[src/rtl/ex_mem_buf.sv]
// ex_mem_buf: elastic EX->MEM buffer with 2-entry skid, flush and halt draining
module ex_mem_buf (
  input  logic        clk,
  input  logic        rst,
  input  logic        ex_valid,
  output logic        ex_ready,
  input  logic [15:0] ex_aluOut,
  input  logic [15:0] ex_wrData,
  input  logic [15:0] ex_adderSrc,
  input  logic [15:0] ex_pc,
  input  logic        ex_brchCnd,
  input  logic        ex_alujmp,
  input  logic        ex_memEn,
  input  logic        ex_memWr,
  input  logic        ex_regWrEn,
  input  logic        ex_halt,
  input  logic [2:0]  ex_wrReg,
  input  logic        flush,
  output logic        mem_valid,
  input  logic        mem_ready,
  output logic [15:0] mem_aluOut,
  output logic [15:0] mem_wrData,
  output logic [15:0] mem_adderSrc,
  output logic [15:0] mem_pc,
  output logic        mem_brchCnd,
  output logic        mem_alujmp,
  output logic        mem_memEn,
  output logic        mem_memWr,
  output logic        mem_regWrEn,
  output logic        mem_halt,
  output logic [2:0]  mem_wrReg,
  output logic        halted
);
  typedef struct packed {
    logic [15:0] alu_out;
    logic [15:0] wr_data;
    logic [15:0] adder_src;
    logic [15:0] pc;
    logic        brch_cnd;
    logic        alujmp;
    logic        mem_en;
    logic        mem_wr;
    logic        reg_wr_en;
    logic        halt;
    logic [2:0]  wr_reg;
  } ent_t;
  ent_t m, s, d;
  logic m_v, s_v, halt_pend, halt_done, acc, del;
  assign d = {ex_aluOut, ex_wrData, ex_adderSrc, ex_pc, ex_brchCnd, ex_alujmp,
              ex_memEn, ex_memWr, ex_regWrEn, ex_halt, ex_wrReg};
  assign ex_ready = !s_v && !halt_pend && !halt_done;
  assign acc = ex_valid && ex_ready && !flush;
  assign del = m_v && mem_ready && !flush;
  always_ff @(posedge clk or negedge rst)
    if (!rst) begin
      m_v       <= 1'b0;
      s_v       <= 1'b0;
      halt_pend <= 1'b0;
      halt_done <= 1'b0;
      m         <= '0;
      s         <= '0;
    end else if (flush) begin
      m_v       <= 1'b0;
      s_v       <= 1'b0;
      halt_pend <= 1'b0;
    end else begin
      // main is free to take the input when empty or draining with no skid backlog
      if (!m_v || (del && !s_v)) begin
        m_v <= acc;
        if (acc) m <= d;
      end else if (del) begin
        m   <= s;
        s_v <= 1'b0;
      end else if (acc) begin
        s   <= d;
        s_v <= 1'b1;
      end
      if (acc && ex_halt) halt_pend <= 1'b1;
      if (del && m.halt) begin
        halt_pend <= 1'b0;
        halt_done <= 1'b1;
      end
    end
  assign mem_valid    = m_v;
  assign mem_aluOut   = m.alu_out;
  assign mem_wrData   = m.wr_data;
  assign mem_adderSrc = m.adder_src;
  assign mem_pc       = m.pc;
  assign mem_wrReg    = m.wr_reg;
  assign mem_brchCnd  = m_v && m.brch_cnd;
  assign mem_alujmp   = m_v && m.alujmp;
  assign mem_memEn    = m_v && m.mem_en;
  assign mem_memWr    = m_v && m.mem_wr;
  assign mem_regWrEn  = m_v && m.reg_wr_en;
  assign mem_halt     = m_v && m.halt;
  assign halted       = halt_done;
  a_no_orphan_skid: assert property (@(posedge clk) disable iff (!rst) !(s_v && !m_v));
endmodule

[config.mk]
export PLATFORM = sky130hd
export DESIGN_NAME = ex_mem_buf
export DESIGN_NICKNAME = d
export VERILOG_FILES = /design/src/rtl/ex_mem_buf.sv
export SDC_FILE = /design/constraint.sdc
export NUM_CORES = 1
export LEC_CHECK = 0
export ABC_AREA = 1
export BUFFER_PORTS_ARGS = -buffer_cell sky130_fd_sc_hd__buf_2
export CAP_MARGIN = 10
export CORE_MARGIN = 8
export CORE_UTILIZATION = 55
export DETAILED_ROUTE_END_ITERATION = 16
export GPL_TIMING_DRIVEN = 0
export PLACE_DENSITY = 0.8
export SLEW_MARGIN = 10
export SYNTH_ARGS = -nofsm -noshare
export SYNTH_HDL_FRONTEND = slang
export SYNTH_SLANG_ARGS = --single-unit
[constraint.sdc]
create_clock -name clk -period 1.5 [get_ports clk]
set_input_delay 0.075 -clock clk [delete_from_list [all_inputs] [get_ports clk]]
set_output_delay 0.075 -clock clk [all_outputs]
set_load 0.02 [all_outputs]
==> impl_metrics.toml <==
[worst_setup_path]
critical_path_cell_count = 7
path_cells = "nor2_2 -> nand4_1 -> a21oi_4 -> buf_12 -> clkbuf_16 -> nand2_1 -> nand2_1"
crit_end = "mem_pc[8]"
crit_required_ns = 1.85
path_max_fanout = 9
rrSetupSlack_ns = -0.07
cp-startpoint = "halt_pend"
start_kind = "register"
cp-end-kind = "register"
r2r_end = "mem_pc[8]"
worst-r2r-cell-count = 7
critPathMaxStageDelay_ns = 0.40
timing.rr.start = "halt_pend"
slowest_stage = "dfrtp_1"
worst-path-buf-inv = 2
cpLargestDelayFamily = "simple AND/OR/NAND/NOR gates"
arrival_ns = 1.92
criticalPathCategory = "reg -> reg"
cp_common_cell = "nand2_1"

[clocking]
cts_buffers = 17
clkLatencyLatePin_ns = 0.42
clockBufferDepth = 2
clkSlewWorstSetupHoldPaths_ns = 0.06
clock_sinks = 150
cts_root_buf = "clkbuf_16"
cts_tree = "built"
htreeDepth = 4

[synth]
synth_top_area_share_pct = 51.5
yosysSeqAreaShare_pct = 51.5
yosys.area.top_type = "dfrtp_1"
synthTopCellsByArea = "dfrtp_1, nand2_1, buf_4, nand3_1, buf_2"
syn-cell-area_um2 = 7280
ys_ff_latch = 150
synth_cells = 969
syn-num-nets = 1047
yosysUniqueCellTypes = 19
ys_warn_count = 0
synth.avg_cell_area_um2 = 7.52

[finish]
fillerInstances = 859
diodes = 0
post-route-util_pct = 78.2
syn_to_final_growth_pct = 40.5
layout-drive-gt1-share_pct = 29.1
multi_input_area_um2 = 2800
register_area_um2 = 3750
layoutNonFillerInstCount = 1424
nets = 1315

[die]
core_area_um2 = 13100
initial_core_util_pct = 55.7
die_w_um = 131
rows = 42
io_pins = 154
dieArea_um2 = 17200
die_y_um = 131

[sta]
final-setup-viol-count = 73
layout_setup_ws_ns = -0.0686
period_needed_ns = 1.57
slew_viol_final = 0
finalCritPeriodShare_pct = 105
worstMarginPinSlew_ns = 0.489
rsz0062_at_grt = "true"
fmax_ghz = 0.638
skew_ns = 0.00549
slew_headroom_pct = 67.4
finalHoldViolations = 0

[status]
violations = "negative setup slack"
status = "finished with violations"

[flow_run]
drv_cap = 0

[global_routing]
grt_pass1_wl_um = 33500
grt-ovfl-total = 0
grt_antenna_before_repair = 0
grt_max_degree = 97
grt_pass1_vias = 6784
grt_use_total_pct = 25.2

[detailed_routing]
first_pass_iters = 7
drc = 0
viasPerCell = 5.00
drtAntennaViolNets = 0
wl_per_cell_um = 15.2
via_count = 7125
drt_iter0_markers = 748
wl_um = 21600

[pwr]
p_leak_nw = 6.14
powerDensity_nw_per_um2 = 846
vdd_ir_drop_max_uv = 796

[place]
gp_congestion = 0.810
dp.cells = 1299
port_buffers = 153
place_hpwl_um = 12800

[worst_hold_path]
hold_class = "in -> reg"
## per-layer routing
layer,wire length [µm],vias up,share of wire [%],GRT usage (%)
li1,-,3433,-,-
met1,8660,3345,40,31.4
met2,10900,301,50,42.3
met3,1460,46,6.8,5.22
met4,600,0,2.8,9.86
met5,0,-,0,0
## how the worst min path moves through the flow
stage,slack [ns],to,startpoint,depth (start not counted)
floorplan,-0.22,halt_pend,rst,0
global placement,0.29,s[47],ex_wrData[6],3
detailed placement,0.02,s[43],rst,1
CTS,0.07,s_v,mem_ready,4
global route,0.12,s_v,mem_ready,4
finish,0.09,s_v,mem_ready,4
## layout by cell type, fill, tap and decap left out, types with 2 or more instances in the layout
cell	n
a21oi_1	2
clkbuf_16	22
nor2_2	2
dlygate4sd3_1	76
clkbuf_4	3
buf_2	154
nand2_4	2
buf_4	90
inv_2	10
nand3_1	75
buf_6	22
o21ai_0	2
bufinv_16	2
clkbuf_8	3
nand2_1	568
buf_8	10
clkbuf_1	6
nand2_2	28
buf_12	2
dfrtp_1	149
clkbuf_2	5
clkinv_2	2
inv_1	3
## synth_stat cells
| master | instances |
|---|---|
| a21oi_1 | 2 |
| a21oi_2 | 1 |
| buf_1 | 7 |
| buf_2 | 37 |
| buf_4 | 76 |
| clkbuf_1 | 1 |
| dfrtp_1 | 150 |
| inv_1 | 9 |
| inv_2 | 4 |
| nand2_1 | 596 |
| nand2_2 | 1 |
| nand3_1 | 75 |
| nand3_2 | 1 |
| nand4_1 | 1 |
| nor2_1 | 3 |
| nor2_4 | 1 |
| nor3_1 | 1 |
| o21ai_0 | 2 |
| o21ai_1 | 1 |
## logic make-up after synthesis
family / synth area share [%]
compound gates: 0.464
simple gates: 36.6
flops: 51.5
buf+inv: 11.5
## stage by stage
step | worst slack [ns] | total power (W) | setup TNS [ns] | instance area, µm² | hold slack [ns]
floorplan | 0.00904 | 0.00420 | 0 | 7280 | -0.221
global placement | -1.81 | 0.00443 | -310.47 | 8270 | 0.291
detailed placement | -0.419 | 0.00444 | -40.81 | 8310 | 0.0177
CTS | -0.0210 | 0.00866 | -0.0913 | 9940 | 0.0693
global route | -0.176 | 0.00892 | -12.53 | 10200 | 0.123
finish | -0.0686 | 0.00865 | -2.08 | 10200 | 0.0857
## power breakdown
part	internal (W)	switching [W]
logic	0.000251	0.000243
registers	0.00405	0.0000000000000000000623
clock network	0.00256	0.00155
## state kept, by name (all words and copies together) (netlist names)
signal	cells
m	6
mem_aluOut	16
s_v	1
mem_wrReg	3
halted	1
s	73
mem_adderSrc	16
mem_valid	1
mem_pc	16
mem_wrData	16
halt_pend	1
## final cells by class
class                      count  share of cell area, %
timing repair buffer         249                   18.1
tap                          176                   2.15
buffer                       120                   9.75
multi-input combinational    686                   27.4
inverter                      13                  0.477
clock buffer                  26                   4.78
sequential                   150                   36.7
clock inverter                 4                  0.685
## repair_timing
| action | 4_1_cts | 5_1_grt |
|---|---|---|
| pin swaps | 3 | 9 |
| gates resized for setup | 74 | 60 |
| hold buffers | 76 | 0 |
| endpoints found under the setup margin | 153 | 151 |
| gates cloned | 2 | 5 |
| setup buffers | 11 | 2 |
| endpoints found under the hold margin | 202 | 0 |
## worst register-to-register path, delay by kind of cell (launching register included)
| family | cells | cell delay (ns) |
|---|---|---|
| flip-flops | 1 | 0.40 |
| buffers and inverters | 2 | 0.36 |
| AND/OR/NAND/NOR | 4 | 0.48 |
| AO/OA/AOI/OAI | 1 | 0.27 |
No activity file was read; power rests on OpenSTA's default activity.
